$ cat src/rtl/cpu_types_pkg.sv
// Shared types for the cache-to-RAM arbiter: bus word, RAM progress codes
// and arbiter grant states.
package cpu_types_pkg;

    typedef logic [31:0] word_t;

    typedef enum logic [1:0] {
        FREE   = 2'd0,
        BUSY   = 2'd1,
        ACCESS = 2'd2,
        ERROR  = 2'd3
    } ramstate_t;

    typedef enum logic [1:0] {
        IDLE   = 2'd0,
        IGRANT = 2'd1,
        DGRANT = 2'd2
    } arb_state_t;

endpackage

$ cat src/rtl/mem_arbiter_if.sv
// Bundle of cache request/response and RAM signals around the arbiter.
// slave: the arbiter itself. master: the caches and RAM around it.
interface mem_arbiter_if;
    import cpu_types_pkg::*;

    logic      iREN;
    word_t     iaddr;
    logic      iwait;
    word_t     iload;
    logic      dREN;
    logic      dWEN;
    word_t     daddr;
    word_t     dstore;
    logic      dwait;
    word_t     dload;
    logic      ramREN;
    logic      ramWEN;
    word_t     ramaddr;
    word_t     ramstore;
    word_t     ramload;
    ramstate_t ramstate;
    logic      err;

    modport slave (
        input  iREN, iaddr, dREN, dWEN, daddr, dstore, ramload, ramstate,
        output iwait, iload, dwait, dload, ramREN, ramWEN, ramaddr, ramstore, err
    );

    modport master (
        output iREN, iaddr, dREN, dWEN, daddr, dstore, ramload, ramstate,
        input  iwait, iload, dwait, dload, ramREN, ramWEN, ramaddr, ramstore, err
    );

endinterface

$ cat src/rtl/mem_arb_timer.sv
// Grant-duration counter: zero in the first cycle of a grant, counts up
// each grant cycle and flags the last cycle a grant may wait for ACCESS.
module mem_arb_timer #(
    parameter int TIMEOUT = 64
) (
    input  logic CLK,
    input  logic RST,
    input  logic clear,
    output logic first,
    output logic expire
);

    localparam int CW = (TIMEOUT > 2) ? $clog2(TIMEOUT) : 1;
    localparam logic [CW-1:0] LAST = CW'(TIMEOUT - 1);

    logic [CW-1:0] cnt_r;

    // Elapsed-cycle counter, held at LAST once reached, cleared while idle
    always_ff @(posedge CLK or posedge RST) begin
        if (RST) begin
            cnt_r <= '0;
        end else if (clear) begin
            cnt_r <= '0;
        end else if (cnt_r != LAST) begin
            cnt_r <= cnt_r + CW'(1);
        end else begin
            cnt_r <= cnt_r;
        end
    end

    assign first  = (cnt_r == '0);
    assign expire = (cnt_r == LAST);

endmodule

$ cat src/rtl/mem_arbiter.sv
// Arbitrates icache fetches and dcache accesses onto one single-ported RAM.
// Data wins by default; a pending fetch is forced through after MAX_DBURST
// data completions. Outputs are decoded from the registered grant state and
// the live requester signals, so completion data passes straight through.
module mem_arbiter
    import cpu_types_pkg::*;
#(
    parameter int TIMEOUT    = 64,
    parameter int MAX_DBURST = 4
) (
    input  logic          CLK,
    input  logic          RST,
    mem_arbiter_if.slave  bus
);

    localparam int BW = $clog2(MAX_DBURST + 1);
    localparam logic [BW-1:0] BURST_MAX = BW'(MAX_DBURST);

    arb_state_t    state_r;
    arb_state_t    state_next_s;
    logic [BW-1:0] burst_r;
    logic [BW-1:0] burst_next_s;
    logic          tmr_clear_s;
    logic          tmr_first_s;
    logic          tmr_expire_s;
    logic          dreq_s;
    logic          forced_s;
    logic          access_s;
    logic          fault_s;

    assign tmr_clear_s = (state_r == IDLE);
    assign dreq_s      = bus.dREN | bus.dWEN;
    assign forced_s    = bus.iREN & (burst_r == BURST_MAX);
    assign access_s    = (bus.ramstate == ACCESS);
    assign fault_s     = (bus.ramstate == ERROR) | tmr_expire_s;

    mem_arb_timer #(.TIMEOUT(TIMEOUT)) u_timer (
        .CLK    (CLK),
        .RST    (RST),
        .clear  (tmr_clear_s),
        .first  (tmr_first_s),
        .expire (tmr_expire_s)
    );

    // Grant state and data-burst counter registers
    always_ff @(posedge CLK or posedge RST) begin
        if (RST) begin
            state_r <= IDLE;
            burst_r <= '0;
        end else begin
            state_r <= state_next_s;
            burst_r <= burst_next_s;
        end
    end

    // Arbitration, completion/abort decisions and bus output decode
    always_comb begin
        state_next_s = state_r;
        burst_next_s = burst_r;
        bus.iwait    = 1'b1;
        bus.iload    = 32'h0000_0000;
        bus.dwait    = 1'b1;
        bus.dload    = 32'h0000_0000;
        bus.ramREN   = 1'b0;
        bus.ramWEN   = 1'b0;
        bus.ramaddr  = 32'h0000_0000;
        bus.ramstore = 32'h0000_0000;
        bus.err      = 1'b0;
        case (state_r)
            IDLE: begin
                if (dreq_s && !forced_s) begin
                    state_next_s = DGRANT;
                end else if (bus.iREN) begin
                    state_next_s = IGRANT;
                end else begin
                    state_next_s = IDLE;
                end
            end
            IGRANT: begin
                bus.ramREN  = 1'b1;
                bus.ramaddr = bus.iaddr;
                if (!bus.iREN) begin
                    // fetch withdrawn (redirect): abandon quietly
                    state_next_s = IDLE;
                end else if (access_s) begin
                    bus.iwait    = 1'b0;
                    bus.iload    = bus.ramload;
                    burst_next_s = '0;
                    state_next_s = IDLE;
                end else if (fault_s) begin
                    bus.err      = 1'b1;
                    state_next_s = IDLE;
                end else begin
                    state_next_s = IGRANT;
                end
            end
            DGRANT: begin
                bus.ramaddr = bus.daddr;
                if (bus.dWEN) begin
                    // a simultaneous read+write request is served as a write
                    bus.ramWEN   = 1'b1;
                    bus.ramstore = bus.dstore;
                end else begin
                    bus.ramREN = 1'b1;
                end
                bus.err = tmr_first_s & bus.dREN & bus.dWEN;
                if (!dreq_s) begin
                    state_next_s = IDLE;
                end else if (access_s) begin
                    bus.dwait = 1'b0;
                    if (!bus.dWEN) begin
                        bus.dload = bus.ramload;
                    end else begin
                        bus.dload = 32'h0000_0000;
                    end
                    if (bus.iREN && (burst_r != BURST_MAX)) begin
                        burst_next_s = burst_r + BW'(1);
                    end else begin
                        burst_next_s = burst_r;
                    end
                    state_next_s = IDLE;
                end else if (fault_s) begin
                    bus.err      = 1'b1;
                    state_next_s = IDLE;
                end else begin
                    state_next_s = DGRANT;
                end
            end
            default: begin
                state_next_s = IDLE;
            end
        endcase
    end

endmodule

$ cat src/flat_wrapper.sv
// flat-port wrapper written by rule: the top's interface ports become plain ports
module mem_arbiter_flat import cpu_types_pkg::*;
#(
    parameter int TIMEOUT    = 64,
    parameter int MAX_DBURST = 4
)
  (CLK, RST, bus_iREN, bus_iaddr, bus_dREN, bus_dWEN, bus_daddr, bus_dstore, bus_ramload, bus_ramstate, bus_iwait, bus_iload, bus_dwait, bus_dload, bus_ramREN, bus_ramWEN, bus_ramaddr, bus_ramstore, bus_err);
  mem_arbiter_if bus_i ();
  input  logic CLK;
  input  logic RST;
  input wire logic [$bits(bus_i.iREN)-1:0] bus_iREN;
  input wire logic [$bits(bus_i.iaddr)-1:0] bus_iaddr;
  input wire logic [$bits(bus_i.dREN)-1:0] bus_dREN;
  input wire logic [$bits(bus_i.dWEN)-1:0] bus_dWEN;
  input wire logic [$bits(bus_i.daddr)-1:0] bus_daddr;
  input wire logic [$bits(bus_i.dstore)-1:0] bus_dstore;
  input wire logic [$bits(bus_i.ramload)-1:0] bus_ramload;
  input wire logic [$bits(bus_i.ramstate)-1:0] bus_ramstate;
  output wire logic [$bits(bus_i.iwait)-1:0] bus_iwait;
  output wire logic [$bits(bus_i.iload)-1:0] bus_iload;
  output wire logic [$bits(bus_i.dwait)-1:0] bus_dwait;
  output wire logic [$bits(bus_i.dload)-1:0] bus_dload;
  output wire logic [$bits(bus_i.ramREN)-1:0] bus_ramREN;
  output wire logic [$bits(bus_i.ramWEN)-1:0] bus_ramWEN;
  output wire logic [$bits(bus_i.ramaddr)-1:0] bus_ramaddr;
  output wire logic [$bits(bus_i.ramstore)-1:0] bus_ramstore;
  output wire logic [$bits(bus_i.err)-1:0] bus_err;
  assign bus_i.iREN = bus_iREN;
  assign bus_i.iaddr = bus_iaddr;
  assign bus_i.dREN = bus_dREN;
  assign bus_i.dWEN = bus_dWEN;
  assign bus_i.daddr = bus_daddr;
  assign bus_i.dstore = bus_dstore;
  assign bus_i.ramload = bus_ramload;
  assign bus_i.ramstate = bus_ramstate;
  assign bus_iwait = bus_i.iwait;
  assign bus_iload = bus_i.iload;
  assign bus_dwait = bus_i.dwait;
  assign bus_dload = bus_i.dload;
  assign bus_ramREN = bus_i.ramREN;
  assign bus_ramWEN = bus_i.ramWEN;
  assign bus_ramaddr = bus_i.ramaddr;
  assign bus_ramstore = bus_i.ramstore;
  assign bus_err = bus_i.err;
  mem_arbiter #(.TIMEOUT(TIMEOUT), .MAX_DBURST(MAX_DBURST)) u_core (.CLK(CLK), .RST(RST), .bus(bus_i));
endmodule
$ cat config.mk
export PLATFORM = sky130hd
export DESIGN_NAME = mem_arbiter_flat
export DESIGN_NICKNAME = d
export VERILOG_FILES = /design/src/rtl/cpu_types_pkg.sv /design/src/rtl/mem_arbiter_if.sv /design/src/rtl/mem_arb_timer.sv /design/src/rtl/mem_arbiter.sv /design/src/flat_wrapper.sv
export SDC_FILE = /design/constraint.sdc
export NUM_CORES = 1
export LEC_CHECK = 0
export BUFFER_PORTS_ARGS = -buffer_cell sky130_fd_sc_hd__buf_2
export CELL_PAD_IN_SITES_DETAIL_PLACEMENT = 1
export CELL_PAD_IN_SITES_GLOBAL_PLACEMENT = 1
export CORE_MARGIN = 5
export CORE_UTILIZATION = 19
export CTS_CLUSTER_SIZE = 30
export DETAILED_ROUTE_END_ITERATION = 6
export PLACE_DENSITY_LB_ADDON = 0.25
export SLEW_MARGIN = 20
export SYNTH_ARGS = -nofsm -noshare
export SYNTH_HDL_FRONTEND = slang
export SYNTH_SLANG_ARGS = --single-unit
$ cat constraint.sdc
create_clock -name CLK -period 2.4 [get_ports CLK]
set_input_delay 0.48 -clock CLK [delete_from_list [all_inputs] [get_ports CLK]]
set_output_delay 0.48 -clock CLK [all_outputs]
set_load 0.05 [all_outputs]
==> metrics.txt <==
# TYPE chip_impl_metric gauge
chip_impl_metric{name="floorplan.initialDensity",unit=""} 0.193
chip_impl_metric{name="yosysSeqAreaShare",unit=""} 0.139
chip_impl_metric{name="grt_pass1_wl",unit="um"} 16700
chip_impl_metric{name="groute.usage.overall",unit=""} 0.160
chip_impl_metric{name="worst_setup_hold_path_clk_slew",unit="ps"} 50
chip_impl_metric{name="die_x",unit="um"} 112
chip_impl_metric{name="syn-instance-count",unit=""} 273
chip_impl_metric{name="fin_area",unit="um2"} 3610
chip_impl_info{name="route.top_layer_used",value="met4"} 1
chip_impl_metric{name="number_of_global_route_vias_before_repair",unit=""} 3207
chip_impl_metric{name="critical_path.max_stage_delay",unit="ps"} 390
chip_impl_info{name="worst_setup_path_end_kind",value="output pin"} 1
chip_impl_info{name="clock-root-buffer",value="sky130_fd_sc_hd__clkbuf_8"} 1
chip_impl_metric{name="gate_power_share",unit=""} 0.840
chip_impl_info{name="crit_chain",value="inv_1, ha_2, nor2b_4, and3_4, and2_1, buf_2"} 1
chip_impl_metric{name="grt_start_max_net_pins",unit=""} 36
chip_impl_metric{name="finalMaxSlewViolations",unit=""} 0
chip_impl_metric{name="gp_congestion",unit=""} 0.847
chip_impl_metric{name="finish.net_count",unit=""} 670
chip_impl_metric{name="port_buffers",unit=""} 267
chip_impl_metric{name="core",unit="um2"} 10200
chip_impl_metric{name="synth-seq-cells",unit=""} 11
chip_impl_metric{name="die_area",unit="um2"} 12500
chip_impl_metric{name="dpl-instance-area",unit="um2"} 3430
chip_impl_metric{name="num_vias",unit=""} 3049
chip_impl_metric{name="routed_wirelength",unit="um"} 11400
chip_impl_metric{name="tritoncts.num_buffers",unit=""} 3
chip_impl_metric{name="diodes_inserted",unit=""} 0
chip_impl_metric{name="placement.setup.worst_slack",unit="ps"} 234
chip_impl_metric{name="final_antenna_net_count",unit=""} 0
chip_impl_info{name="path_class",value="flop to output pin"} 1
chip_impl_metric{name="floorplan.io_pins",unit=""} 268
chip_impl_metric{name="avgRoutedWirePerCell",unit="um"} 17.2
chip_impl_metric{name="period_share",unit=""} 0.956
chip_impl_metric{name="worst_pin_slew",unit="ps"} 442
chip_impl_metric{name="post_synth_instance_area",unit="um2"} 1980
chip_impl_info{name="grt_setup_unrepaired",value="yes"} 1
chip_impl_metric{name="p_int",unit="mW"} 1.13
chip_impl_metric{name="dp_hpwl",unit="um"} 9230
chip_impl_metric{name="worstSkewPairLatency",unit="ps"} 240
chip_impl_metric{name="worst_case_headroom_to_the_max_slew_limit",unit=""} 0.705
chip_impl_metric{name="net_switching",unit="mW"} 1.88
chip_impl_metric{name="final_core_util",unit=""} 0.353
chip_impl_metric{name="achievable_clock_frequency",unit="MHz"} 436
chip_impl_metric{name="setup_viol_count_final",unit=""} 0
chip_impl_metric{name="cts_hold_buffers",unit=""} 0
chip_impl_metric{name="drc",unit=""} 0
chip_impl_metric{name="first_pass_iters",unit=""} 4
chip_impl_metric{name="met2_length",unit="um"} 6100
chip_impl_metric{name="drive_above_1_share",unit=""} 0.553
chip_impl_metric{name="routedLengthMet1",unit="um"} 4330
chip_impl_metric{name="placementRows",unit=""} 37
chip_impl_info{name="slowest_stage",value="sky130_fd_sc_hd__dfrtp_1"} 1
chip_impl_metric{name="clk_path_buf_depth",unit=""} 2
chip_impl_metric{name="ir_drop",unit="V"} 0.000405
chip_impl_metric{name="cts_h_tree_depth",unit=""} 1
chip_impl_info{name="tritoncts",value="built"} 1
chip_impl_metric{name="grt_antenna_before_repair",unit=""} 0
chip_impl_metric{name="dr.first_iter.drc_count",unit=""} 111
chip_impl_metric{name="areaGrowthSynthToFinish",unit="%"} 82.6
chip_impl_metric{name="timing.max_cap.violations",unit=""} 0
chip_impl_metric{name="crit_arrival",unit="ps"} 1810
chip_impl_metric{name="globalRoute.totalOverflow",unit=""} 0
chip_impl_metric{name="die_y",unit="um"} 112
chip_impl_metric{name="cts.sink_count",unit=""} 11
chip_impl_metric{name="post-route-min-period",unit="ps"} 2290
chip_impl_metric{name="worst_slack",unit="ps"} 107
chip_impl_metric{name="power_frac_seq",unit=""} 0.096
chip_impl_info{name="startpoint_class_of_the_critical_path",value="flop"} 1
chip_impl_info{name="cp_top_family",value="simple AND/OR/NAND/NOR gates"} 1
chip_impl_metric{name="synth.avg_cell_area",unit="um2"} 7.24
chip_impl_metric{name="cp_data_required_time",unit="ps"} 1920
chip_impl_info{name="layout_common_cells",value="sky130_fd_sc_hd__buf_2, sky130_fd_sc_hd__and3_1, sky130_fd_sc_hd__and2_1"} 1
chip_impl_metric{name="power_per_cell_area",unit="nW/um2"} 834
chip_impl_metric{name="p_sw_frac",unit=""} 0.624
chip_impl_info{name="status",value="completed"} 1
chip_impl_metric{name="dr_wl_met3",unit="um"} 835
chip_impl_metric{name="vias_per_cell",unit=""} 4.61
chip_impl_info{name="mostFrequentLayoutCell",value="sky130_fd_sc_hd__buf_2"} 1
chip_impl_metric{name="synth_warnings",unit=""} 0
chip_impl_metric{name="yosys.cell_types.count",unit=""} 42
chip_impl_metric{name="synth.net_count",unit=""} 416
chip_impl_metric{name="p_leak",unit="nW"} 2.24
chip_impl_metric{name="timing.final.hold_violations",unit=""} 0
chip_impl_metric{name="pwr-share-clk",unit=""} 0.064
chip_impl_metric{name="crit_path_max_fanout",unit=""} 8
chip_impl_metric{name="totalPowerFinal",unit="mW"} 3.01
chip_impl_metric{name="fin_worst_skew",unit="ps"} 2.32
chip_impl_metric{name="path_buf_inv",unit=""} 2
chip_impl_info{name="worst_hold_path_type",value="primary input to async pin"} 1
-- registers in the layout, summed over array words and instances (netlist names) --
signal                count
u_core.burst_r            3
u_core.state_r            2
u_core.u_timer.cnt_r      6
-- worst reg2reg max path, cell delays in order, from the launching register on --
cell	delay [ps]
sky130_fd_sc_hd__dfrtp_1	390
sky130_fd_sc_hd__inv_1	90
sky130_fd_sc_hd__ha_2	200
sky130_fd_sc_hd__buf_6	210
sky130_fd_sc_hd__buf_6	220
sky130_fd_sc_hd__o21ai_2	110
sky130_fd_sc_hd__o32ai_1	370
sky130_fd_sc_hd__o22ai_1	140
-- repair_timing --
action,in CTS,in global routing
gates resized for setup,11,31
hold endpoints to repair,0,0
gates cloned,0,3
pin swaps,0,2
setup endpoints to repair,34,100
setup buffers,0,0
-- path summary, 6_finish.rpt --
kind | start | end | slack, ps | depth (start not counted)
worst max register to register | u_core.state_r[0] | u_core.burst_r[1] | 520 | 7
worst max-delay path | u_core.state_r[0] | bus_dload[18] | 110 | 6
min in group CLK | u_core.burst_r[2] | u_core.burst_r[2] | 480 | 1
max in group asynchronous | RST | u_core.state_r[0] | 1860 | 2
worst min-delay path | RST | u_core.u_timer.cnt_r[5] | 230 | 2
worst min register to register | u_core.burst_r[2] | u_core.burst_r[2] | 480 | 1
-- per-layer routing --
layer  global-route usage  up-vias
li1                     -     1482
met1                0.177     1413
met2                0.314      144
met3               0.0359       10
met4               0.0248        0
met5                    0        -
-- power by group through the flow --
stage,clock network [mW],registers (mW),logic (mW)
floorplan,0,0.278,1.84
CTS,0.198,0.290,2.51
finish,0.191,0.290,2.53
detailed placement,0,0.293,2.50
global route,0.210,0.300,2.71
global placement,0,0.286,2.46
-- layout make-up --
cell class	instances	area, um2
sequential	11	275
multi-input combinational	224	1550
clock buffer	4	45.0
inverter	11	41.3
timing repair buffer	276	1530
fill	1344	6620
tap	136	170
-- logic make-up after synthesis --
logic type,Yosys count,synth area share
adders and majority gates,8,0.0507
xor gates and xnor gates,1,0.00443
muxes,2,0.0101
DFF,11,0.139
and+or+nand+nor,157,0.505
AOI/OAI and AO/OA,53,0.191
buffers and inverters,41,0.0988
-- cell usage after synthesis (all sizes together) --
master   count  share of area
nand3        3         0.0076
ha           8          0.051
xnor2        1         0.0044
buf         14          0.046
o32ai        1         0.0044
a22oi       32           0.12
a32o         1         0.0051
nand2        3         0.0057
and2        36           0.11
o2bb2ai      1         0.0044
and3        67           0.21
nor3         1         0.0025
mux2i        2          0.010
nand4b       1         0.0044
and2b        1         0.0051
and4         1         0.0057
a21oi        6          0.015
o221ai       1         0.0044
a31oi        1         0.0032
nor2         4         0.0076
nor4bb       1         0.0051
dfrtp       11           0.14
nor4b        1         0.0076
or3          1         0.0032
a211oi       2         0.0076
o21a         2         0.0076
nand4        2         0.0063
o22ai        1         0.0032
and4bb       1         0.0063
nand3b       1         0.0038
o21ai        5          0.015
clkbuf      16          0.032
inv         11          0.021
nor2b       33           0.11
-- stage by stage --
| step | std cells | hold WS, ps | TNS (ps) |
|---|---|---|---|
| final | 662 | 230 | 0 |
| after global routing | 662 | 263 | -71.0 |
| after CTS | 659 | 254 | 0 |
| after detailed placement | 655 | 468 | 0 |
| after global placement | 655 | 451 | 0 |
| after floorplan | 273 | 332 | 0 |
(Power assumes the default switching activity.)
